$ cat config.mk
export PLATFORM = sky130hd
export DESIGN_NAME = glyph_row_fetch
export DESIGN_NICKNAME = d
export VERILOG_FILES = /design/src/rtl/glyph_row_fetch_pkg.sv /design/src/rtl/glyph_tag_pipe.sv /design/src/rtl/glyph_row_fetch.sv
export SDC_FILE = /design/constraint.sdc
export NUM_CORES = 1
export LEC_CHECK = 0
export ABC_AREA = 1
export BUFFER_PORTS_ARGS = -buffer_cell sky130_fd_sc_hd__buf_4
export CORE_UTILIZATION = 25
export CTS_BUF_LIST = sky130_fd_sc_hd__clkbuf_16
export DETAILED_ROUTE_END_ITERATION = 8
export PLACE_DENSITY = 0.47
export SETUP_SLACK_MARGIN = 0.05
export SYNTH_ARGS = -nofsm -noshare
export SYNTH_HDL_FRONTEND = slang
export SYNTH_HIERARCHICAL = 1
export SYNTH_SLANG_ARGS = --single-unit
$ cat constraint.sdc
create_clock -name clk -period 2.15 [get_ports clk]
set_input_delay 0.43 -clock clk [delete_from_list [all_inputs] [get_ports clk]]
set_output_delay 0.43 -clock clk [all_outputs]
set_load 0.02 [all_outputs]
$ cat src/rtl/glyph_row_fetch_pkg.sv
// Shared constants and helpers for the glyph row fetch block.
// Width helper guards against $clog2(1) == 0 on degenerate geometries.
package glyph_row_fetch_pkg;

    localparam int FONT_CODE_W = 8;

    function automatic int idx_w(input int n);
        return (n > 1) ? $clog2(n) : 1;
    endfunction

endpackage

$ cat src/rtl/glyph_tag_pipe.sv
// Delay line carrying {valid, col} alongside the text-read/glyph-lookup latency.
// Only the valid bits are reset; column tags are don't-care when invalid.
module glyph_tag_pipe #(
    parameter int DEPTH = 5,
    parameter int CW    = 7
) (
    input  logic          clk,
    input  logic          rst,
    input  logic          push,
    input  logic [CW-1:0] push_col,
    output logic          out_vld,
    output logic [CW-1:0] out_col,
    output logic          empty
);

    logic [DEPTH-1:0] vld;
    logic [CW-1:0]    col_p [DEPTH];

    always_ff @(posedge clk or posedge rst) begin
        if (rst) begin
            vld <= '0;
        end else begin
            vld <= {vld[DEPTH-2:0], push};
        end
    end

    always_ff @(posedge clk) begin
        col_p[0] <= push_col;
        for (int i = 1; i < DEPTH; i++) begin
            col_p[i] <= col_p[i-1];
        end
    end

    assign out_vld = vld[DEPTH-1];
    assign out_col = col_p[DEPTH-1];
    assign empty   = ~|vld;

endmodule

$ cat src/rtl/glyph_row_fetch.sv
// Fetches one pixel line of one text row: text buffer -> glyph lookup -> line buffer,
// one character per clock, with a tag pipeline matching the two lookup latencies.
module glyph_row_fetch
    import glyph_row_fetch_pkg::*;
#(
    parameter int WIDTH     = 8,
    parameter int HEIGHT    = 16,
    parameter int COLS      = 80,
    parameter int ROWS      = 30,
    parameter int TXT_LAT   = 1,
    parameter int GLYPH_LAT = 3
) (
    input  logic                         clk,
    input  logic                         rst,
    input  logic                         start,
    input  logic [$clog2(ROWS)-1:0]      row,
    input  logic [$clog2(HEIGHT)-1:0]    line_id,
    output logic                         busy,
    output logic                         done,
    output logic [$clog2(COLS*ROWS)-1:0] txt_addr,
    input  logic [FONT_CODE_W-1:0]       txt_data,
    output logic [FONT_CODE_W-1:0]       g_ucp,
    output logic [$clog2(HEIGHT)-1:0]    g_line_id,
    input  logic [WIDTH-1:0]             g_glyph_line,
    output logic                         lb_we,
    output logic [$clog2(COLS)-1:0]      lb_addr,
    output logic [WIDTH-1:0]             lb_data
);

    localparam int AW    = idx_w(COLS * ROWS);
    localparam int CW    = idx_w(COLS);
    localparam int RW    = idx_w(ROWS);
    // Stage 0 lines up with the registered txt_addr; the rest covers both lookup latencies.
    localparam int DEPTH = TXT_LAT + GLYPH_LAT + 1;
    localparam logic [CW-1:0] LAST_COL = CW'(COLS - 1);

    typedef enum logic [1:0] {IDLE, ISSUE, DRAIN, DONE} state_t;

    state_t        state, state_nxt;
    logic [CW-1:0] col;
    logic [RW-1:0] row_q;
    logic          push;
    logic          tag_vld;
    logic [CW-1:0] tag_col;
    logic          tag_empty;

    always_ff @(posedge clk or posedge rst) begin
        if (rst) begin
            state <= IDLE;
        end else begin
            state <= state_nxt;
        end
    end

    always_comb begin
        state_nxt = state;
        case (state)
            IDLE:    if (start) state_nxt = ISSUE;
            ISSUE:   if (col == LAST_COL) state_nxt = DRAIN;
            DRAIN:   if (tag_empty) state_nxt = DONE;
            DONE:    state_nxt = IDLE;
            default: state_nxt = IDLE;
        endcase
    end

    always_comb begin
        busy = (state == ISSUE) || (state == DRAIN);
        done = (state == DONE);
        push = (state == ISSUE);
    end

    always_ff @(posedge clk or posedge rst) begin
        if (rst) begin
            col       <= '0;
            row_q     <= '0;
            g_line_id <= '0;
            txt_addr  <= '0;
        end else begin
            if (state == IDLE && start) begin
                col       <= '0;
                row_q     <= row;
                g_line_id <= line_id;
            end else if (push) begin
                col <= col + 1'b1;
            end
            if (push) begin
                txt_addr <= AW'(row_q) * AW'(COLS) + AW'(col);
            end
        end
    end

    // The glyph lookup registers its own inputs, so the code point passes straight through.
    assign g_ucp = txt_data;

    glyph_tag_pipe #(
        .DEPTH (DEPTH),
        .CW    (CW)
    ) u_tag_pipe (
        .clk      (clk),
        .rst      (rst),
        .push     (push),
        .push_col (col),
        .out_vld  (tag_vld),
        .out_col  (tag_col),
        .empty    (tag_empty)
    );

    always_ff @(posedge clk or posedge rst) begin
        if (rst) begin
            lb_we   <= 1'b0;
            lb_addr <= '0;
            lb_data <= '0;
        end else begin
            lb_we <= tag_vld;
            if (tag_vld) begin
                lb_addr <= tag_col;
                lb_data <= g_glyph_line;
            end
        end
    end

endmodule

=== Word-level counts from Yosys, hierarchy flattened ===
Memory sizes are Yosys's and may differ from the RTL's. A register that Yosys moved wholly into a read port is not among the register bits.
Cells that the tools add are included.

* Output and inout bits: 42
* Bits of input ports: 28
* Register bits after elaboration: 44
* Logic and storage cells: 31
* Memories kept: 1
* RAM bits: 35

* Reductions and logical operators: 6
* Mux-type cells: 6
* Add/subtract/negate cells: 2
* $mul: 1
* Equality and inequality tests: 7

{| class="wikitable"
|+ Memories
! name !! words !! bits a word !! read ports !! clocked after memory_dff !! wr ports !! RTL line !! source
|-
| u_tag_pipe.col_p || 5 || 7 || 5 || 1 || 5 || glyph_tag_pipe.sv:17 || <nowiki>logic [CW-1:0] col_p [DEPTH];</nowiki>
|}

{| class="wikitable"
|+ Operators by type and width
! operator !! number
|-
| $mux W7 || 2
|-
| $add A12 B7 Y12 || 1
|-
| $mul A5 B3 Y8 const B || 1
|-
| $pmux W2 S4 || 1
|-
| $add A7 B1 Y7 const B || 1
|-
| $eq A7 B7 Y1 const B || 1
|-
| $mux W2 || 3
|-
| $ne A2 B2 Y1 const B || 3
|-
| $reduce_or A5 Y1 || 1
|-
| $eq A2 B2 Y1 const B || 2
|-
| $reduce_and A3 Y1 || 1
|-
| $eq A2 B1 Y1 const B || 1
|-
| $logic_not A2 Y1 || 1
|-
| $reduce_bool A2 Y1 || 1
|-
| $logic_and A1 B1 Y1 || 1
|-
| $logic_or A1 B1 Y1 || 1
|}

=== Depth between registers and ports, before layout ===
Gate-level depths: netlist (run 1).

* Word-level depth: 3
* Gate-level depth with buffers: 12
* Depth with buffers taken out: 12

=== Modules after synthesis ===
Netlist (run 1), hierarchy kept.

{| class="wikitable"
|+ Modules (own cells, without submodules)
! module !! area an instance (µm²) !! seq. area each (µm²) !! cells each !! instances
|-
| glyph_row_fetch || 2237.1 || 1151.1 || 233 || 1
|-
| glyph_tag_pipe || 908.4 || 825.8 || 55 || 1
|}

=== Least setup slack after synthesis (run 1) ===
No wires, ideal clock.

* Path kind: reg2reg
* Start point: register row_q[1]
* End point: register txt_addr[10]
* Path slack: 0.191 ns
* Data required time: 2.033 ns
* Setup time: 0.117 ns
* Arrival time: 1.841 ns
* Cell stages (with the launch flop): 12
* Clock period less this slack: 1.959 ns
* Path buffers: 0
* Path through: dfrtp_1 > ha_1 > ha_1 > fa_1 > nand2_1 > inv_1 > nor2_1 > nand3_1 > inv_1 > nand2_1 > nand3_1 > nand2_1

* Longest elaborated chain between the ends: 2

{| class="wikitable"
|+ Ends and longest elaborated chain
! element !! RTL line !! source
|-
| start: declaration || glyph_row_fetch.sv:41 || <nowiki>logic [RW-1:0] row_q;</nowiki>
|-
| start signal: assignment || glyph_row_fetch.sv:81 || <nowiki>row_q <= row;</nowiki>
|-
| $mul A5 B3 Y8 || glyph_row_fetch.sv:87 || <nowiki>txt_addr <= AW'(row_q) * AW'(COLS) + AW'(col);</nowiki>
|-
| $add A12 B7 Y12 || glyph_row_fetch.sv:87 ||
|-
| end signal: assignment || glyph_row_fetch.sv:87 ||
|-
| end: declaration || glyph_row_fetch.sv:20 || <nowiki>output logic [$clog2(COLS*ROWS)-1:0] txt_addr,</nowiki>
|}

Every way passes these cells.
A chain may end at the register's enable or synchronous reset.

=== Final worst setup path (run 1) ===
* Start point: register row_q[3]
* End point: register txt_addr[10]

The elaborated chain is that of the path after synthesis.

==> run metrics, run 1 <==
Die Y-Extent roughly 110 µm; leak pwr just under 2 nW; crit path capture type register; starting density of the core 25.9%; Total GRT Usage 9.44%; Syn Inst Count 288; Critical Path AT 2160 ps; post-synth cell types 20; Via Count between 2000 and 2500; Power Density 1520 nW/µm²; core area 12200 µm²; WP data required roughly 2400 ps; setup TNS 0 ps; number of enable flip-flop cells after synthesis 0; VDD IR max 0.497 mV; Via density 3.92; predominant post-synthesis flop cell dfrtp_1; slew margin rel. 66.3%; crit path kind reg -> reg; Area Overhead vs Synth 26.7%; Syn Area/Cell 10.9 µm²; H-tree levels 3; post-synthesis mux area share under 10%; Starting DRT DRC Count 72; post-synthesis simple-gate area fraction 13.4%; highest clock rate 515 MHz; share of the synthesized area in the top cell type 40.6%; RR Endpoint txt_addr[10]$_DFFE_PP0P_; largest net degree at the start of global routing 39; Max clock buf depth 2; reg2reg setup slack 210 ps; clk sinks between 80 and 90; top cells by area, synth dfrtp_1 41%, dfxtp_1 22%, nand2_1 8.8%; top cells by count, synth 74 x nand2_1, 51 x dfrtp_1, 35 x dfxtp_1; worst reg2reg path startpoint row_q[3]$_DFFE_PP0P_; DRT Pass-1 Iters 4; final setup fails 0; CTS Buf Count 9; sequential area share after synthesis 62.8%; I/O Buffers 53; Final min period 1940 ps; CP max FO 3; layout cell share with drive strength beyond 1 between 20 and 30%; fin crit share 90.3%; Compound-Gate Fraction of Synth Area 3.70%; Post-DP Area 3660 µm²; antenna cells 0; Total Die Area 13000 µm²; number of fillers in the final layout between 1000 and 1500; largest family of logic cells by synthesized area simple AND/OR/NAND/NOR gates; Worst-path clk slew roughly 60 ps; Netlist Area Pre-Place 3150 µm²; GRT Residual Overflow 0; HP Class in -> reg; I/O pin count 70; DR WL/cell 10.7 µm; Max Slew Vio Count 0; WL final ~5500 µm; Synth async-reset ratio 59.3%; hold path start row[3]; post-synthesis xor/xnor area fraction 0.278%; Mapped Nets 333; MaxCap Viol Count 0; Worst-Margin Slew 505 ps; Die X 114 µm; # rows 40; hold slack 293 ps; first-pass GRT wire length 9320 µm; Reg2Reg Depth 11; Critical Path Start Type register; area leader, netlist dfrtp_1; Root Buffer clkbuf_16; initial antenna violation count 0; status finished clean; CTS tree yes; Hold Crit Depth 3; HPWL after DPL roughly 3900 µm; WHS Endpoint row_q[3]$_DFFE_PP0P_; clk_skew 4.95 ps; Ys Warns 6; nets 384; Clk Latency, worst-skew pair 330 ps; gpl congestion 0.731; Post-Synth Adder-Cell Area 7.24%; register bit total from synthesis between 80 and 90; Antenna Violating Nets Remaining 0; vias in the first global route 2040; most frequent cell after synthesis nand2_1; final hold viol count 0; RSZ-0062 raised after global routing false; final instance area 3990 µm²; drc violations 0
[power breakdown]
group          leakage (nW)  total [mW]  internal [mW]  switching (mW)
logic                 0.885        2.14          0.943            1.19
clock network         0.153        1.49          0.895           0.597
registers             0.938        2.44           2.16           0.274
total                  1.98        6.06           4.00            2.06
[critical path: stages, from the launching register on]
cell,delay (ps)
dfrtp_1,400
ha_1,290
ha_2,200
fa_2,340
nand2_1,70
inv_1,50
nor2_2,140
nand3_1,110
inv_1,70
nand2_1,40
nand3_1,70
nand2_1,50
[state kept, by name, indices dropped and copies added (netlist names)]
register / cells
lb_addr: 7
txt_addr: 12
state: 2
lb_data: 8
u_tag_pipe/vld: 5
u_tag_pipe/col_p: 35
g_line_id: 4
col: 7
lb_we: 1
row_q: 5
[metrics by stage]
stage          utilization, %  cells  setup WS [ps]  power [mW]
2_1_floorplan               -    288            191        3.86
3_3_place_gp             30.1    493            151        4.55
3_5_place_dp             30.1    493           88.7        4.58
4_1_cts                  32.6    510           80.6        6.13
5_1_grt                  32.8    512           37.3        6.53
6_report                 32.8    512            208        6.06
[area by class of cell]
cell class                 instances  area (µm²)  area share, %
inverter                          21        78.8           1.98
clock inverter                     7        66.3           1.66
multi-input combinational        160         955           24.0
clock buffer                       9         225           5.65
timing repair buffer              61         473           11.9
sequential                        86        1980           49.6
tap                              168         210           5.27
[logic make-up (layout without fill, tap and decap cells)]
family | Yosys count | after routing
compound gates | 23 | 23
xor+xnor | 1 | 1
fa+ha+maj | 17 | 17
buf+inv | 42 | 98
flops | 86 | 86
mux | 15 | 15
simple gates | 104 | 104
[per-layer routing]
| metal | routed length (µm) | vias up | global-route usage, % |
|---|---|---|---|
| met5 | 0 | - | 0 |
| met4 | 99 | 0 | 4.42 |
| met3 | 389 | 8 | 3.97 |
| met2 | 2390 | 68 | 15.2 |
| met1 | 2570 | 925 | 10.8 |
| li1 | - | 1005 | - |
[how the worst max path moves through the flow]
| stage | slack, ps | to | depth (start not counted) | startpoint |
|---|---|---|---|---|
| global placement | 150 | txt_addr[10]$_DFFE_PP0P_ | 11 | row_q[3]$_DFFE_PP0P_ |
| detailed placement | 90 | txt_addr[10]$_DFFE_PP0P_ | 11 | row_q[3]$_DFFE_PP0P_ |
| global route | 40 | txt_addr[11]$_DFFE_PP0P_ | 12 | row_q[1]$_DFFE_PP0P_ |
| CTS | 80 | txt_addr[10]$_DFFE_PP0P_ | 11 | row_q[3]$_DFFE_PP0P_ |
| floorplan | 190 | txt_addr[10]$_DFFE_PP0P_ | 11 | row_q[1]$_DFFE_PP0P_ |
| finish | 210 | txt_addr[10]$_DFFE_PP0P_ | 11 | row_q[3]$_DFFE_PP0P_ |
[placed cells by master, fill, tap and decap left out, types with 3 or more instances in the layout]
master / n
a21oi_1: 7
buf_4: 59
clkbuf_16: 9
dfrtp_1: 51
dfxtp_1: 35
ha_1: 14
inv_1: 22
mux2_2: 15
nand2_1: 74
nand3_1: 11
nor2_1: 13
nor2_2: 3
o21ai_0: 14
[timing repair]
| action | in CTS | in global routing |
|---|---|---|
| hold buffers | 1 | 0 |
| setup buffers | 0 | 2 |
| setup endpoints to repair | 0 | 3 |
| resized for setup | 0 | 4 |
| endpoints found under the hold margin | 4 | 0 |
Note: power is estimated with default switching activity, not from simulation.
==> run 2, diff against run 1 <==
Settings changed: PLACE_DENSITY 0.47 to 0.46.
Clock period 2.15 ns to 1.7 ns, I/O delays scaled along.
==> run 2 against run 1 <==
  * The flow now finishes with violations (negative setup slack)
  * Via count grew 2.2%
  * Routed wire length grew 3.7%
  * Count of clock-buffer cells in the layout is the same
  * Largest cell class unchanged
  * Highest routed layer unchanged
  * Core utilization grew 1.5 points
  * First-iteration DRC count shrank 18%
  * Sequential cell count is the same
  * Sequential power grew 25%
  * Register-to-register slack lost 420 ps
  * Cell area grew 4.7%
  * Critical endpoint is now txt_addr[11]$_DFFE_PP0P_
  * Combinational power grew 54%
==> run metrics, run 2 (same netlist as run 1, synthesis figures left out) <==
Final Non-Filler Cells 524 (+2.3%); Starting DRT DRC Count 59 (-18%); antenna cells 0 (unchanged); drc violations 0 (unchanged); starting density of the core 25.9% (unchanged); clk sinks 86 (unchanged); Total Die Area 13000 µm² (unchanged); clk_skew 3.98 ps (-0.970 ps); crit-path cells ha_4 -> ha_4 -> fa_2 -> nand2_2 -> inv_2 -> nor2_4 -> nand2_2 -> nor2_1 -> nand2_1 -> nand2_1 -> nand2_1 -> nand2_1; leak pwr 2.02 nW (+2.2%); HP Class in -> reg; Critical Path AT 2190 ps (+30 ps); RSZ-0062 raised after global routing true; initial antenna violation count 0 (unchanged); final setup fails 4 (+4); layout cell share with drive strength beyond 1 34.8% (+6.6 points); Largest register FFs 35 (unchanged); fin crit share 112% (+22 points); CP max FO 3 (unchanged); Via density 3.91 (-0.15%); largest net degree at the start of global routing 47 (+21%); final instance area 4170 µm² (+4.7%); WL final 5660 µm (+3.7%); Worst-Margin Slew 353 ps (-152 ps); H-tree levels 3 (unchanged); Max Slew Vio Count 0 (unchanged); Reg area 1980 µm² (unchanged); Clk Latency, worst-skew pair 330 ps (about the same); Most flops, register u_tag_pipe/col_p; hold slack 196 ps (-96.8 ps); GRT Residual Overflow 0 (unchanged); pre-CTS setup slack -217 ps (-306 ps); CTS tree yes; slowest CP cell dfrtp_1; WP data required 1980 ps (-390 ps); Max clock buf depth 2 (unchanged); DRT Pass-1 Iters 4 (unchanged); Total GRT Usage 9.45% (+0.020 points); area occupied by multi-input gates 1050 µm² (+9.7%); Regs by FF count u_tag_pipe/col_p: 35 flops, txt_addr: 12 flops, lb_data: 8 flops; Die Y-Extent 114 µm (unchanged); Critical Path Start Type register; final hold viol count 0 (unchanged); slew margin rel. 76.4% (+10 points); Most Frequent Cell on Critical Path nand2_1; commonest cells after routing, fill and taps aside 71 x nand2_1, 68 x buf_4, 51 x dfrtp_1; Root Buffer clkbuf_16; Antenna Violating Nets Remaining 0 (unchanged); crit path capture type register; crit path kind reg -> reg; failing checks negative setup slack; core area 12200 µm² (unchanged); commonest non-fill, non-tap cell in the layout nand2_1; VDD IR max 0.745 mV (+50%); Die X 114 µm (unchanged); number of fillers in the final layout 1253 (-1.3%); first-pass GRT wire length 9320 µm (unchanged); Area Overhead vs Synth 32.7%; Final min period 1910 ps (-30.4 ps); highest clock rate 523 MHz (+1.6%); HPWL after DPL 3820 µm (-0.78%); Post-DP Area 3730 µm² (+1.8%); nets 396 (+3.1%); final worst setup slack -212 ps (-420 ps); vias in the first global route 1963 (-3.8%); # rows 40 (unchanged); CTS Buf Count 9 (unchanged); placed cell count 501 (+1.6%); I/O pin count 70 (unchanged); Power Density 1950 nW/µm² (+28%); status complete, but fails checks; Via Count 2050 (+2.2%); slowest stage delay, CP 410 ps (about the same); gpl congestion 0.708 (-3.2%); I/O Buffers 53 (unchanged); MaxCap Viol Count 0 (unchanged); Worst-path clk slew 60 ps (about the same); DR WL/cell 10.8 µm (+1.3%)
==> run 2: cell count changes in the layout (fill, tap and decap cells not counted), sizes merged <==
cell,previous run,this run
clkinvlp,0,2
clkinv,2,3
bufinv,1,0
inv,25,23
buf,60,72
==> run 2: final timing paths <==
| path | start | endpoint | slack, ps | cells past startpoint |
|---|---|---|---|---|
| max in group asynchronous | rst | row_q[1]$_DFFE_PP0P_ | 840 | 4 |
| worst max register to register | row_q[1]$_DFFE_PP0P_ | txt_addr[11]$_DFFE_PP0P_ | -210 | 12 |
| min in group asynchronous | rst | u_tag_pipe/vld[4]$_DFF_PP0_ | 490 | 3 |
| worst max-delay path | row_q[1]$_DFFE_PP0P_ | txt_addr[11]$_DFFE_PP0P_ | -210 | 12 |
| worst min-delay path | line_id[0] | g_line_id[0]$_DFFE_PP0P_ | 200 | 3 |
| worst min register to register | u_tag_pipe/col_p[0][3]$_DFF_P_ | u_tag_pipe/col_p[0][10]$_DFF_P_ | 320 | 0 |
==> run 2: area by class of cell <==
type	instances	share of cell area [%]
inverters	21	1.98
repair buffers	73	14.0
flip-flops and latches	86	47.4
multi-input cells	160	25.1
clock inverters	7	1.14
well taps	168	5.04
clock buffers	9	5.40
==> run 2: repair_timing <==
item | in CTS | in global routing
hold endpoints to repair | 5 | 0
setup buffers | 4 | 2
endpoints found under the setup margin | 9 | 17
resized for setup | 10 | 16
pin swaps | 4 | 10
hold buffers | 1 | 0
==> run 2: metrics by stage <==
stage          util (%)  TNS [ps]  total power [mW]
5_1_grt            34.3     -1070              8.73
6_report           34.3      -721              8.13
3_5_place_dp       30.6      -725              5.96
4_1_cts            33.6      -644              8.02
2_1_floorplan         -      -395              4.90
3_3_place_gp       30.6      -642              5.92
==> run 2: routing by layer <==
metal | global-route usage (%) | part of all wire, %
met2 | 14.7 | 45
met4 | 4.68 | 2.0
met1 | 11.5 | 47
met5 | 0 | 0
met3 | 3.55 | 6.6
==> run 2: power by group <==
group | internal [mW] | switching [mW]
Clock | 0.992 | 0.786
Sequential | 2.73 | 0.330
Combinational | 1.56 | 1.73
==> run 2: critical path, delay by kind of cell, from the launching register on <==
| kind | cells | cell delay [ps] |
|---|---|---|
| buffers and inverters | 1 | 50 |
| flip-flops | 1 | 410 |
| AND/OR/NAND/NOR | 8 | 570 |
| adder cells (fa/ha/maj) | 3 | 820 |
==> run 3, diff against run 2 <==
Settings changed: TNS_END_PERCENT from default to 5.
==> run 3 against run 2 <==
  * The flow still finishes with violations (negative setup slack)
  * Fmax fell by 1.6%
  * Worst setup slack got worse by 30 ps
  * Routed wire length increased by 1.1%
  * Combinational power down 5%
  * Clock skew down 0.64 ps
  * Die area unchanged
  * Critical path depth decreased by 1
  * Critical endpoint is now txt_addr[10]$_DFFE_PP0P_
  * Largest power group unchanged
==> run metrics, run 3 (same netlist as run 1, synthesis figures left out) <==
crit path kind reg -> reg; CP max FO 3 (unchanged); Worst-Margin Slew 337 ps (-16.1 ps); vias in the first global route 2003 (+2.0%); clk sinks 86 (unchanged); starting density of the core 25.9% (unchanged); slowest stage delay, CP 410 ps (about the same); cell family contributing the most delay on the critical path adder cells; DR WL/cell 11.0 µm (+1.7%); Internal 5.15 mW (-2.5%); commonest cells after routing, fill and taps aside 71 x nand2_1, 67 x buf_4, 51 x dfrtp_1; pre-CTS setup slack -213 ps (+4.64 ps); Post-DP Area 3740 µm² (+0.40%); slew margin rel. 77.5% (+1.1 points); final instance area 4100 µm² (-1.8%); number of fillers in the final layout 1237 (-1.3%); DR top layer met4; Die X 114 µm (unchanged); largest net degree at the start of global routing 47 (unchanged); VDD IR max 0.834 mV (+12%); Critical Path AT 2170 ps (-20 ps); Root Buffer clkbuf_16; I/O pin count 70 (unchanged); Most flops, register u_tag_pipe/col_p; crit path capture type register; core area 12200 µm² (unchanged); Final Non-Filler Cells 521 (-0.57%); I/O Buffers 53 (unchanged); leak pwr 2.01 nW (-0.72%); Critical Path Start Type register; final worst setup slack -242 ps (-30.3 ps); area occupied by multi-input gates 1020 µm² (-3.0%); Via Count 2022 (-1.4%); placed cell count 503 (+0.40%); Comb power frac 39.2% (-1.3 points); Flop pwr share 38.7% (+1.0 points); Crit path buffers/inverters 2 (+1); Largest register FFs 35 (unchanged); H-tree levels 3 (unchanged); fin crit share 114% (+1.8 points); Total Die Area 13000 µm² (unchanged); crit-path cells ha_4 -> ha_4 -> fa_2 -> nand2_2 -> inv_2 -> nor2_4 -> nand3_2 -> inv_1 -> nand2_1 -> nand3_1 -> nand2_1; first-pass GRT wire length 9430 µm (+1.2%); HPWL after DPL 3830 µm (+0.25%); GRT Residual Overflow 0 (unchanged); wire length on met2 2460 µm (-2.9%); Total GRT Usage 9.56% (+0.10 points); Final min period 1940 ps (+30.3 ps); Max clock buf depth 2 (unchanged); initial antenna violation count 0 (unchanged); CTS Buf Count 9 (unchanged); DRT Pass-1 Iters 4 (unchanged); Via density 3.88 (-0.80%); Reg area 1980 µm² (unchanged); Sw Ratio 35.1% (+0.056 points); Power Density 1940 nW/µm² (-0.60%); Die Y-Extent 114 µm (unchanged); setup TNS -815 ps (-93.6 ps); met3 WL post-DR 363 µm (-3.2%); layout cell share with drive strength beyond 1 33.7% (-1.1 points); Area Overhead vs Synth 30.2%; final setup fails 5 (+1); Worst-path clk slew 60 ps (about the same); failing checks negative setup slack; highest clock rate 515 MHz (-1.6%); WL final 5720 µm (+1.1%); Regs by FF count u_tag_pipe/col_p: 35 flops, txt_addr: 12 flops, lb_data: 8 flops; clk_skew 3.33 ps (-0.642 ps); Max Slew Vio Count 0 (unchanged); # rows 40 (unchanged); Sw Pwr 2.79 mW (-2.3%); commonest non-fill, non-tap cell in the layout nand2_1; HP Class in -> reg; MaxCap Viol Count 0 (unchanged); WP data required 1920 ps (-60 ps); Starting DRT DRC Count 57 (-3.4%); RSZ-0062 raised after global routing true; antenna cells 0 (unchanged); slowest CP cell dfrtp_1; Clk Latency, worst-skew pair 330 ps (about the same); drc violations 0 (unchanged); met1 WL 2780 µm (+5.7%); Clock Power Share 22.0% (about the same); final hold viol count 0 (unchanged); CTS tree yes; gpl congestion 0.706 (-0.17%); status complete, but fails checks; nets 393 (-0.76%); Antenna Violating Nets Remaining 0 (unchanged)
-- run 3: cell count changes in the layout (fill, tap and decap cells not counted), sizes merged --
cell	previous run	this run
inv	23	24
clkinvlp	2	1
buf	72	69
-- run 3: metal layers --
metal | vias to the layer above | global-route usage, %
met1 | 927 | 11.7
li1 | 1023 | -
met4 | 0 | 4.16
met3 | 10 | 3.65
met5 | - | 0
met2 | 62 | 15.0
-- run 3: worst reg2reg max path: cells and delay by family, from the launching register on --
kind                     cells  cell delay [ps]
adder cells (fa/ha/maj)      3              820
buffers and inverters        2              110
flip-flops                   1              410
AND/OR/NAND/NOR              6              500
-- run 3: per-stage QoR --
stage	utilization (%)	hold WS, ps	total power [mW]
final	33.7	202	7.94
after global routing	33.7	211	8.53
after CTS	33.1	189	7.88
after detailed placement	30.8	271	6.01
after global placement	30.8	261	5.97
after floorplan	-	119	4.90
-- run 3: final timing paths --
kind                                                  from                              end  slack (ps)  cells past startpoint
min                                             line_id[3]         g_line_id[3]$_DFFE_PP0P_         200                      3
min in group asynchronous                              rst      u_tag_pipe/vld[1]$_DFF_PP0_         490                      3
max                                   row_q[3]$_DFFE_PP0P_         txt_addr[10]$_DFFE_PP0P_        -240                     11
max in group asynchronous                              rst         g_line_id[3]$_DFFE_PP0P_         840                      4
min reg2reg                u_tag_pipe/col_p[0][26]$_DFF_P_  u_tag_pipe/col_p[0][33]$_DFF_P_         320                      0
max reg2reg                           row_q[3]$_DFFE_PP0P_         txt_addr[10]$_DFFE_PP0P_        -240                     11
-- run 3: power groups by stage --
stage / clock (mW) / combinational [mW] / sequential, mW
2_1_floorplan: 0 / 1.46 / 3.44
3_3_place_gp: 0 / 2.90 / 3.07
3_5_place_dp: 0 / 2.91 / 3.09
4_1_cts: 1.82 / 2.99 / 3.07
5_1_grt: 1.90 / 3.47 / 3.16
6_report: 1.75 / 3.11 / 3.07
-- run 3: area by class of cell --
type                            instances  area share [%]
Sequential cell                        86            48.3
Clock buffer                            9            5.50
Timing Repair Buffer                   70            13.3
Clock inverter                          7            1.01
Inverter                               21            2.02
Multi-Input combinational cell        160            24.8
Tap cell                              168            5.13
-- run 3: repair_timing --
item | CTS | global route
endpoints found under the setup margin | 6 | 12
hold endpoints to repair | 5 | 0
hold buffers | 1 | 0
gates resized for setup | 5 | 14
pin swaps | 5 | 8
setup buffers | 0 | 1
